===== config.mk =====
export PLATFORM = sky130hd
export DESIGN_NAME = clb_cfg_loader_flat
export DESIGN_NICKNAME = d
export VERILOG_FILES = /design/src/rtl/clb_cfg_pkg.sv /design/src/rtl/clb_cfg_if.sv /design/src/rtl/clb_cfg_shadow.sv /design/src/rtl/clb_cfg_loader.sv /design/src/flat_wrapper.sv
export SDC_FILE = /design/constraint.sdc
export NUM_CORES = 2
export LEC_CHECK = 0
export BUFFER_PORTS_ARGS = -buffer_cell sky130_fd_sc_hd__clkbuf_2
export CAP_MARGIN = 30
export CORE_ASPECT_RATIO = 1.4
export CORE_MARGIN = 2
export CORE_UTILIZATION = 45
export CTS_CLUSTER_DIAMETER = 60
export DETAILED_ROUTE_END_ITERATION = 8
export HOLD_SLACK_MARGIN = 0.06
export PLACE_DENSITY = 0.7
export SYNTH_ARGS = -nofsm -noshare
export SYNTH_HDL_FRONTEND = slang
export SYNTH_SLANG_ARGS = --single-unit

===== constraint.sdc =====
create_clock -name C -period 2.9 [get_ports C]
set_input_delay 0 -clock C [delete_from_list [all_inputs] [get_ports C]]
set_output_delay 0 -clock C [all_outputs]
set_load 0.03 [all_outputs]

===== src/rtl/clb_cfg_pkg.sv =====
// Shared types and frame-geometry helpers for the CLB configuration loader.
package clb_cfg_pkg;

    typedef enum logic [1:0] {
        IDLE   = 2'd0,
        LOAD   = 2'd1,
        CHECK  = 2'd2,
        COMMIT = 2'd3
    } cfg_state_e;

    function automatic int calc_wpl(input int mask_w, input int word_w);
        return mask_w / word_w;
    endfunction

    function automatic int calc_frame_words(input int num_luts, input int mask_w, input int word_w);
        return num_luts * calc_wpl(mask_w, word_w);
    endfunction

endpackage


===== src/rtl/clb_cfg_if.sv =====
// Config-stream handshake and status bundle between a frame source and the loader.
interface clb_cfg_if #(
    parameter int WORD_W = 16
);
    logic              cfg_start;
    logic              cfg_valid;
    logic [WORD_W-1:0] cfg_data;
    logic              cfg_ready;
    logic              cfg_busy;
    logic              cfg_done;
    logic              cfg_err;

    modport master (
        output cfg_start, cfg_valid, cfg_data,
        input  cfg_ready, cfg_busy, cfg_done, cfg_err
    );

    modport slave (
        input  cfg_start, cfg_valid, cfg_data,
        output cfg_ready, cfg_busy, cfg_done, cfg_err
    );
endinterface


===== src/rtl/clb_cfg_shadow.sv =====
// Shadow LUT-mask store with word-indexed writes and a whole-array commit to the active masks.
module clb_cfg_shadow
    import clb_cfg_pkg::*;
#(
    parameter int NUM_LUTS = 10,
    parameter int MASK_W   = 64,
    parameter int WORD_W   = 16,
    parameter int IDX_W    = $clog2(calc_frame_words(NUM_LUTS, MASK_W, WORD_W) + 1)
) (
    input  logic                       C,
    input  logic                       R,
    input  logic                       wr_en,
    input  logic [IDX_W-1:0]           wr_idx,
    input  logic [WORD_W-1:0]          wr_data,
    input  logic                       commit,
    output logic [NUM_LUTS*MASK_W-1:0] lut_mask
);

    logic [NUM_LUTS*MASK_W-1:0] shadow_q;

    // Word n lands at LUT n/WPL, slot n%WPL, which flattens to bit n*WORD_W.
    always_ff @(posedge C or negedge R) begin
        if (!R) begin
            shadow_q <= '0;
        end else if (wr_en) begin
            shadow_q[int'(wr_idx)*WORD_W +: WORD_W] <= wr_data;
        end
    end

    always_ff @(posedge C or negedge R) begin
        if (!R) begin
            lut_mask <= '0;
        end else if (commit) begin
            lut_mask <= shadow_q;
        end
    end

endmodule


===== src/rtl/clb_cfg_loader.sv =====
// Framed config loader feeding the cluster LUT masks with XOR-checksum gated atomic commit.
// Optional readback port enabled by defining CLB_CFG_READBACK_EN.
//
// state  | meaning
// IDLE   | waiting for cfg_start, not accepting words
// LOAD   | accepting mask words into the shadow, folding them into the checksum
// CHECK  | accepting the checksum word and comparing it
// COMMIT | copying shadow to the active masks, pulsing cfg_done
module clb_cfg_loader
    import clb_cfg_pkg::*;
#(
    parameter int  NUM_LUTS = 10,
    parameter int  MASK_W   = 64,
    parameter int  WORD_W   = 16,
    localparam int NWORDS   = calc_frame_words(NUM_LUTS, MASK_W, WORD_W),
    localparam int CNT_W    = $clog2(NWORDS + 1),
    localparam int RB_W     = $clog2(NWORDS)
) (
    input  logic                       C,
    input  logic                       R,
    clb_cfg_if.slave                   cfg,
    output logic [NUM_LUTS*MASK_W-1:0] lut_mask
`ifdef CLB_CFG_READBACK_EN
    ,
    input  logic [RB_W-1:0]            rb_addr,
    output logic [WORD_W-1:0]          rb_data
`endif
);

    cfg_state_e        state_q, state_d;
    logic [CNT_W-1:0]  cnt_q, cnt_d;
    logic [WORD_W-1:0] csum_q, csum_d;
    logic              done_q, done_d;
    logic              err_q, err_d;
    logic              wr_en, commit, accept, in_frame;

    assign in_frame      = (state_q == LOAD) || (state_q == CHECK);
    assign accept        = cfg.cfg_valid && in_frame;
    assign cfg.cfg_ready = in_frame;
    assign cfg.cfg_busy  = in_frame;
    assign cfg.cfg_done  = done_q;
    assign cfg.cfg_err   = err_q;

    always_ff @(posedge C or negedge R) begin
        if (!R) begin
            state_q <= IDLE;
            cnt_q   <= '0;
            csum_q  <= '0;
            done_q  <= 1'b0;
            err_q   <= 1'b0;
        end else begin
            state_q <= state_d;
            cnt_q   <= cnt_d;
            csum_q  <= csum_d;
            done_q  <= done_d;
            err_q   <= err_d;
        end
    end

    always_comb begin
        state_d = state_q;
        cnt_d   = cnt_q;
        csum_d  = csum_q;
        done_d  = 1'b0;
        err_d   = 1'b0;
        wr_en   = 1'b0;
        commit  = 1'b0;
        case (state_q)
            IDLE: begin
                if (cfg.cfg_start) begin
                    state_d = LOAD;
                    cnt_d   = '0;
                    csum_d  = '0;
                end
            end
            LOAD: begin
                // A restart wins over a word presented on the same cycle.
                if (cfg.cfg_start) begin
                    cnt_d  = '0;
                    csum_d = '0;
                end else if (accept) begin
                    wr_en  = 1'b1;
                    csum_d = csum_q ^ cfg.cfg_data;
                    cnt_d  = cnt_q + CNT_W'(1);
                    if (cnt_q == CNT_W'(NWORDS - 1)) begin
                        state_d = CHECK;
                    end
                end
            end
            CHECK: begin
                if (cfg.cfg_start) begin
                    state_d = LOAD;
                    cnt_d   = '0;
                    csum_d  = '0;
                end else if (accept) begin
                    if (cfg.cfg_data == csum_q) begin
                        state_d = COMMIT;
                    end else begin
                        state_d = IDLE;
                        err_d   = 1'b1;
                    end
                end
            end
            COMMIT: begin
                commit  = 1'b1;
                done_d  = 1'b1;
                state_d = IDLE;
            end
            default: state_d = IDLE;
        endcase
    end

    clb_cfg_shadow #(
        .NUM_LUTS (NUM_LUTS),
        .MASK_W   (MASK_W),
        .WORD_W   (WORD_W),
        .IDX_W    (CNT_W)
    ) u_shadow (
        .C        (C),
        .R        (R),
        .wr_en    (wr_en),
        .wr_idx   (cnt_q),
        .wr_data  (cfg.cfg_data),
        .commit   (commit),
        .lut_mask (lut_mask)
    );

`ifdef CLB_CFG_READBACK_EN
    logic [WORD_W-1:0] rb_data_q;

    always_ff @(posedge C or negedge R) begin
        if (!R) begin
            rb_data_q <= '0;
        end else if (int'(rb_addr) < NWORDS) begin
            rb_data_q <= lut_mask[int'(rb_addr)*WORD_W +: WORD_W];
        end else begin
            rb_data_q <= '0;
        end
    end

    assign rb_data = rb_data_q;
`endif

endmodule


===== src/flat_wrapper.sv =====
// flat-port wrapper written by rule: the top's interface ports become plain ports
module clb_cfg_loader_flat import clb_cfg_pkg::*;
#(
    parameter int  NUM_LUTS = 10,
    parameter int  MASK_W   = 64,
    parameter int  WORD_W   = 16,
    localparam int NWORDS   = calc_frame_words(NUM_LUTS, MASK_W, WORD_W),
    localparam int CNT_W    = $clog2(NWORDS + 1),
    localparam int RB_W     = $clog2(NWORDS)
)
  (C, R, lut_mask, cfg_cfg_start, cfg_cfg_valid, cfg_cfg_data, cfg_cfg_ready, cfg_cfg_busy, cfg_cfg_done, cfg_cfg_err);
  clb_cfg_if #(.WORD_W(WORD_W)) cfg_i ();
  input  logic C;
  input  logic R;
  output logic [NUM_LUTS*MASK_W-1:0] lut_mask;
  input wire logic [$bits(cfg_i.cfg_start)-1:0] cfg_cfg_start;
  input wire logic [$bits(cfg_i.cfg_valid)-1:0] cfg_cfg_valid;
  input wire logic [$bits(cfg_i.cfg_data)-1:0] cfg_cfg_data;
  output wire logic [$bits(cfg_i.cfg_ready)-1:0] cfg_cfg_ready;
  output wire logic [$bits(cfg_i.cfg_busy)-1:0] cfg_cfg_busy;
  output wire logic [$bits(cfg_i.cfg_done)-1:0] cfg_cfg_done;
  output wire logic [$bits(cfg_i.cfg_err)-1:0] cfg_cfg_err;
  assign cfg_i.cfg_start = cfg_cfg_start;
  assign cfg_i.cfg_valid = cfg_cfg_valid;
  assign cfg_i.cfg_data = cfg_cfg_data;
  assign cfg_cfg_ready = cfg_i.cfg_ready;
  assign cfg_cfg_busy = cfg_i.cfg_busy;
  assign cfg_cfg_done = cfg_i.cfg_done;
  assign cfg_cfg_err = cfg_i.cfg_err;
  clb_cfg_loader #(.NUM_LUTS(NUM_LUTS), .MASK_W(MASK_W), .WORD_W(WORD_W)) u_core (.C(C), .R(R), .cfg(cfg_i), .lut_mask(lut_mask));
endmodule

== Word-level counts from Yosys, hierarchy flattened ==
Cells that the tools add are included.

* Input port bits: 20
* Output and inout bits: 644
* Logic and storage cells: 56
* Flip-flop bits (word level): 1306

* Mux-type cells: 25
* Equality and inequality tests: 12
* Reductions and logical operators: 7
* Shift operators: 2
* Bitwise gates (word level): 1
* Add/sub/neg operators: 2

{| class="wikitable"
|+ Operators with widths
! operator !! number
|-
| 640-bit bitwise mux || 1
|-
| 16-bit by 33-bit variable shift with 640-bit output (first input constant) || 1
|-
| 16-bit by 33-bit variable part select with 640-bit output || 1
|-
| 16-bit 2-to-1 mux || 3
|-
| 10-bit negation with 33-bit output || 1
|-
| 16-bit case mux with 2 select lines || 1
|-
| 6-bit 2-to-1 mux || 3
|-
| 16-bit equality test || 1
|-
| 16-bit XOR || 1
|-
| 2-bit 2-to-1 mux || 7
|-
| 6-bit case mux with 2 select lines || 1
|-
| 1-bit 2-to-1 mux || 8
|-
| 2-bit case mux with 4 select lines || 1
|-
| 6-bit by 1-bit adder with 6-bit output (second input constant) || 1
|-
| 6-bit equality test (second input constant) || 1
|-
| 2-bit != test (second input constant) || 3
|-
| 3-bit by 2-bit != test with 1-bit output (second input constant) || 2
|-
| 5-bit AND reduction || 1
|-
| 2-bit equality test (second input constant) || 2
|-
| 2-bit by 1-bit != test with 1-bit output (second input constant) || 2
|-
| 3-bit AND reduction || 1
|-
| 2-bit by 1-bit equality test with 1-bit output (second input constant) || 1
|-
| 2-bit zero test || 1
|-
| 2-bit nonzero test || 1
|-
| other kinds (3) || 3
|}

== Logic depth before layout (Yosys ltp) ==
* Depth after elaboration: 6
* Mapped depth: 13

== Hierarchy ==
Synthesis repeated with hierarchy kept, for this count alone.

* Cells, all modules: 3412
* Area, all modules: 50798.7 µm²

{| class="wikitable"
|+ By module, submodules not included
! module !! area an instance (µm²) !! seq. area each (µm²) !! cells each !! times used
|-
| clb_cfg_shadow || 49145.9 || 32030.7 || 3232 || 1
|-
| clb_cfg_loader || 1652.8 || 650.6 || 180 || 1
|}

== Worst setup path before layout ==
No wires, ideal clock.

* Path kind: register to register
* Start point: reg u_core.cnt_q[0]
* End point: reg u_core.u_shadow.shadow_q[470]
* Cell stages (with the launch flop): 13
* Buffers on the path: 4
* Required time: 2.775 ns
* Arrival time: 3.009 ns
* Slack: -0.234 ns
* Cells stage by stage: dfrtp_1 > buf_6 > or3_1 > buf_4 > nor3_1 > ha_1 > buf_2 > nand2_1 > mux2i_2 > nand2_2 > nor3_4 > buf_4 > mux2_2

* Word-level cells in the longest chain between the ends: 3
* Elaborated cells between the ends (all ways): 4
* Classes of those cells: add/sub: 1; shift: 2; mux: 1

{| class="wikitable"
|+ Ends and longest elaborated chain
! element !! RTL line !! text
|-
| start, declared || clb_cfg_loader.sv:31 || <nowiki>logic [CNT_W-1:0] cnt_q, cnt_d;</nowiki>
|-
| start signal, assigned || clb_cfg_loader.sv:53 || <nowiki>cnt_q <= cnt_d;</nowiki>
|-
| 10-bit negation with 33-bit output (*) || clb_cfg_shadow.sv:26 || <nowiki>shadow_q[int'(wr_idx)*WORD_W +: WORD_W] <= wr_data;</nowiki>
|-
| 16-bit by 33-bit variable part select with 640-bit output or 16-bit by 33-bit variable shift with 640-bit output (tied branches) || clb_cfg_shadow.sv:26 ||
|-
| 640-bit bitwise mux (*) || clb_cfg_shadow.sv:26 ||
|-
| end signal, assigned by index || clb_cfg_shadow.sv:26 ||
|-
| end, declared || clb_cfg_shadow.sv:19 || <nowiki>logic [NUM_LUTS*MASK_W-1:0] shadow_q;</nowiki>
|}

Mark *: on every way between the ends. The rest lies on a longest branch, timed or not.
A chain may end at the register's enable or synchronous reset.

== Worst setup path after layout ==
* Start point: reg u_core.cnt_q[0]
* End point: reg u_core.u_shadow.shadow_q[376]

Same word-level chain as after synthesis.

==> flow_metrics.tcl <==
set metrics [dict create \
    status "finished clean" \
    crit_buf_inv 4 \
    clkTransAtPathRegs_ps 60 \
    start_util_pct 45.48 \
    netlist_area_sq_um 50150 \
    coreArea_sq_um 110300 \
    top_layer_used "met5" \
    synth_xor_area_share_pct 0.4366 \
    routed_wl_microns 145400 \
    fp.dieW_microns 286.1 \
    grt_pass1_wl_microns 214500 \
    path_max_fanout 11 \
    placed_cell_area_sq_um 56500 \
    cts_sinks 1306 \
    place_inst 5536 \
    dieArea_sq_um 114200 \
    synth_warnings 0 \
    critPathArrivalTime_ps 3420 \
    wl_met2_microns 72790 \
    cts_buffers 131 \
    synth_cells 3478 \
    row_count 144 \
    drv_cap 0 \
    relSlewSlack_pct 33.32 \
    tightest_slew_ps 1000 \
    grt_pass1_vias 32274 \
    final_cells 5799 \
    ios 664 \
    diodes 0 \
    insertion_delay_ps 750 \
    ys_seq_area_share_pct 65.17 \
    vias 30854 \
    skew_ps 22.82 \
    finalCriticalPeriod_ps 2800 \
    synthSimpleGateAreaFrac_pct 4.778 \
    dr.first_iter.drc_count 1749 \
    synth.top_cell.area_share_pct 65.17 \
    routedWlPerCell_microns 25.07 \
    met3_length_microns 7441 \
    ctsLongestPathBuffers 3 \
    grt.total_usage_pct 25.52 \
    leakagePower_nw 31.69 \
    critPathLaunchType "flop" \
    synth-adder-area-share_pct 0.1747 \
    end_kind "flop" \
    path_delay_family "simple AND/OR/NAND/NOR gates" \
    cts_tree "yes" \
    ys_seq_elements 1306 \
    drt-pass1-iter-count 6 \
    area_growth_pct 22.09 \
    overflow 0 \
    yosysMostFrequentCell "dfrtp_1" \
    fmax_ghz 0.3572 \
    async_flop_share_pct 100.0 \
    synth_flop_cell "dfrtp_1" \
    ant_nets 0 \
    synth_area_leaders "dfrtp_1, mux2_2, o21ai_0" \
    hold_violations 0 \
    wl_met1_microns 57630 \
    synth_top_family_by_area "multiplexers" \
    muxShareOfSynthArea_pct 23.61 \
    root_buffer "clkbuf_16" \
    yosys-top-cells-count "dfrtp_1, mux2_2, nand2_1" \
    synth_area_per_cell_sq_um 14.42 \
    yosysTopAreaCell "dfrtp_1" \
    peakVddDrop_v 0.0005885 \
    nNetsFinal 4269 \
    finalCritPeriodShare_pct 96.55 \
    power_density_nw_per_um2 678.3 \
    antenna_found_initial 5 \
    cp.required_ps 3520 \
    utilization_pct 55.52 \
    slowest_delay_ps 400 \
    setup_viol 0 \
    place.gp.congestion 0.8831 \
    cp_slowest_cell "dfrtp_1" \
    hpwl_microns 97070 \
    drc 0 \
    post_drt_via_cell_ratio 5.321 \
    dpl_worst_slack_ps -255.2 \
    critPathKind "reg -> reg" \
    slew_violations 0 \
    synth-edff-count 0 \
    die_y_microns 399.0 \
    crit_chain "or3_1 > nor3_2 > ha_2 > buf_4 > nand2b_1 > mux2i_4 > buf_4 > nand4_1 > buf_4 > buf_12 > mux2_2" \
    htreeDepth 4 \
    final_area_sq_um 61230 \
    crit_top_cell "buf_4" \
    syn_nets 3505 \
    synth.distinct_cells 70 \
    drive_above_1_share_pct 48.56 \
    grt_max_degree 106 \
    setup_tns_ps 0 \
    synth_compound_area_share_pct 3.358 \
    io_buffers 663 \
    hold_class "in -> reg" \
    setup_ws_ps 100.1 \
]
[where the power goes]
part | internal [mW] | leakage (nW) | switching [mW]
combinational | 2.06 | 11.7 | 3.89
clock | 9.61 | 2.10 | 7.16
sequential | 18.6 | 17.9 | 0.235
total | 30.2 | 31.7 | 11.3
[final cells by class]
| class | count | area, sq um |
|---|---|---|
| Timing Repair Buffer | 873 | 5817 |
| Multi-Input combinational cell | 1882 | 16450 |
| Clock inverter | 34 | 351.6 |
| Fill cell | 9091 | 49040 |
| Clock buffer | 196 | 3919 |
| Inverter | 48 | 180.2 |
| Sequential cell | 1306 | 32680 |
| Tap cell | 1460 | 1827 |
[stage by stage]
| step | total power, mW | hold WS, ps |
|---|---|---|
| floorplan | 22.53 | -295.6 |
| global placement | 24.94 | 9.117 |
| detailed placement | 24.99 | 9.640 |
| CTS | 41.92 | 148.5 |
| global route | 43.09 | 198.6 |
| finish | 41.53 | 189.5 |
[layout by cell type, fill, tap and decap left out, types with 6 or more instances in the layout]
cell type,n
mux2i_1,20
a21o_1,6
clkbuf_1,31
nand4_1,16
o21ai_0,239
mux2_1,19
inv_1,47
clkinv_2,13
o21ai_1,19
clkbuf_16,138
mux2_4,33
buf_12,64
clkbuf_2,662
nor2_1,37
nand2_1,313
and2_1,16
buf_4,120
o31ai_1,22
clkbuf_8,29
nand3_1,37
dfrtp_1,1305
dlygate4sd3_1,21
nand2b_1,7
nor4_4,6
mux2_2,970
xor2_1,17
[what timing repair did]
item	4_1_cts	5_1_grt
hold buffers	22	0
setup buffers	3	6
gates resized for setup	3	12
cloned	0	2
pin swaps	0	5
setup endpoints to repair	34	237
hold endpoints to repair	1487	0
[kinds of logic (layout without fill, tap and decap cells)]
logic type,count (synthesis),after routing
adder cells (fa/ha/maj),7,7
flip-flops,1306,1306
AO/OA/AOI/OAI,307,307
buffers and inverters,290,1151
XOR/XNOR,22,22
multiplexers,1045,1045
AND/OR/NAND/NOR,501,501
[path summary, 6_finish.rpt]
path	endpoint	slack, ps	start	cells after the start
max in group asynchronous	u_core.u_shadow.lut_mask[494]	1660	R	5
min	u_core.u_shadow.shadow_q[342]	190	cfg_cfg_data[6]	5
min in group asynchronous	u_core.u_shadow.lut_mask[619]	590	R	4
max	u_core.u_shadow.shadow_q[376]	100	u_core.cnt_q[0]	11
max reg2reg	u_core.u_shadow.shadow_q[376]	100	u_core.cnt_q[0]	11
min reg2reg	u_core.u_shadow.shadow_q[339]	460	u_core.u_shadow.shadow_q[339]	2
[routing by layer]
layer	up-vias	track usage (%)
met4	4	12.97
met5	-	0
li1	13527	-
met3	284	5.308
met2	841	43.03
met1	16198	31.09
[state kept, by name, indices dropped and copies added, names as in the netlist]
name,flops
u_core.state_q,2
u_core.cnt_q,6
u_core.u_shadow.shadow_q,640
u_core.cfg.cfg_done,1
u_core.u_shadow.lut_mask,640
u_core.csum_q,16
u_core.cfg.cfg_err,1
[worst register-to-register path: stages (launching register included)]
cell	delay (ps)
dfrtp_1	400
or3_1	400
nor3_2	160
ha_2	330
buf_4	170
nand2b_1	140
mux2i_4	110
buf_4	190
nand4_1	100
buf_4	180
buf_12	160
mux2_2	360
(Power assumes the default switching activity.)
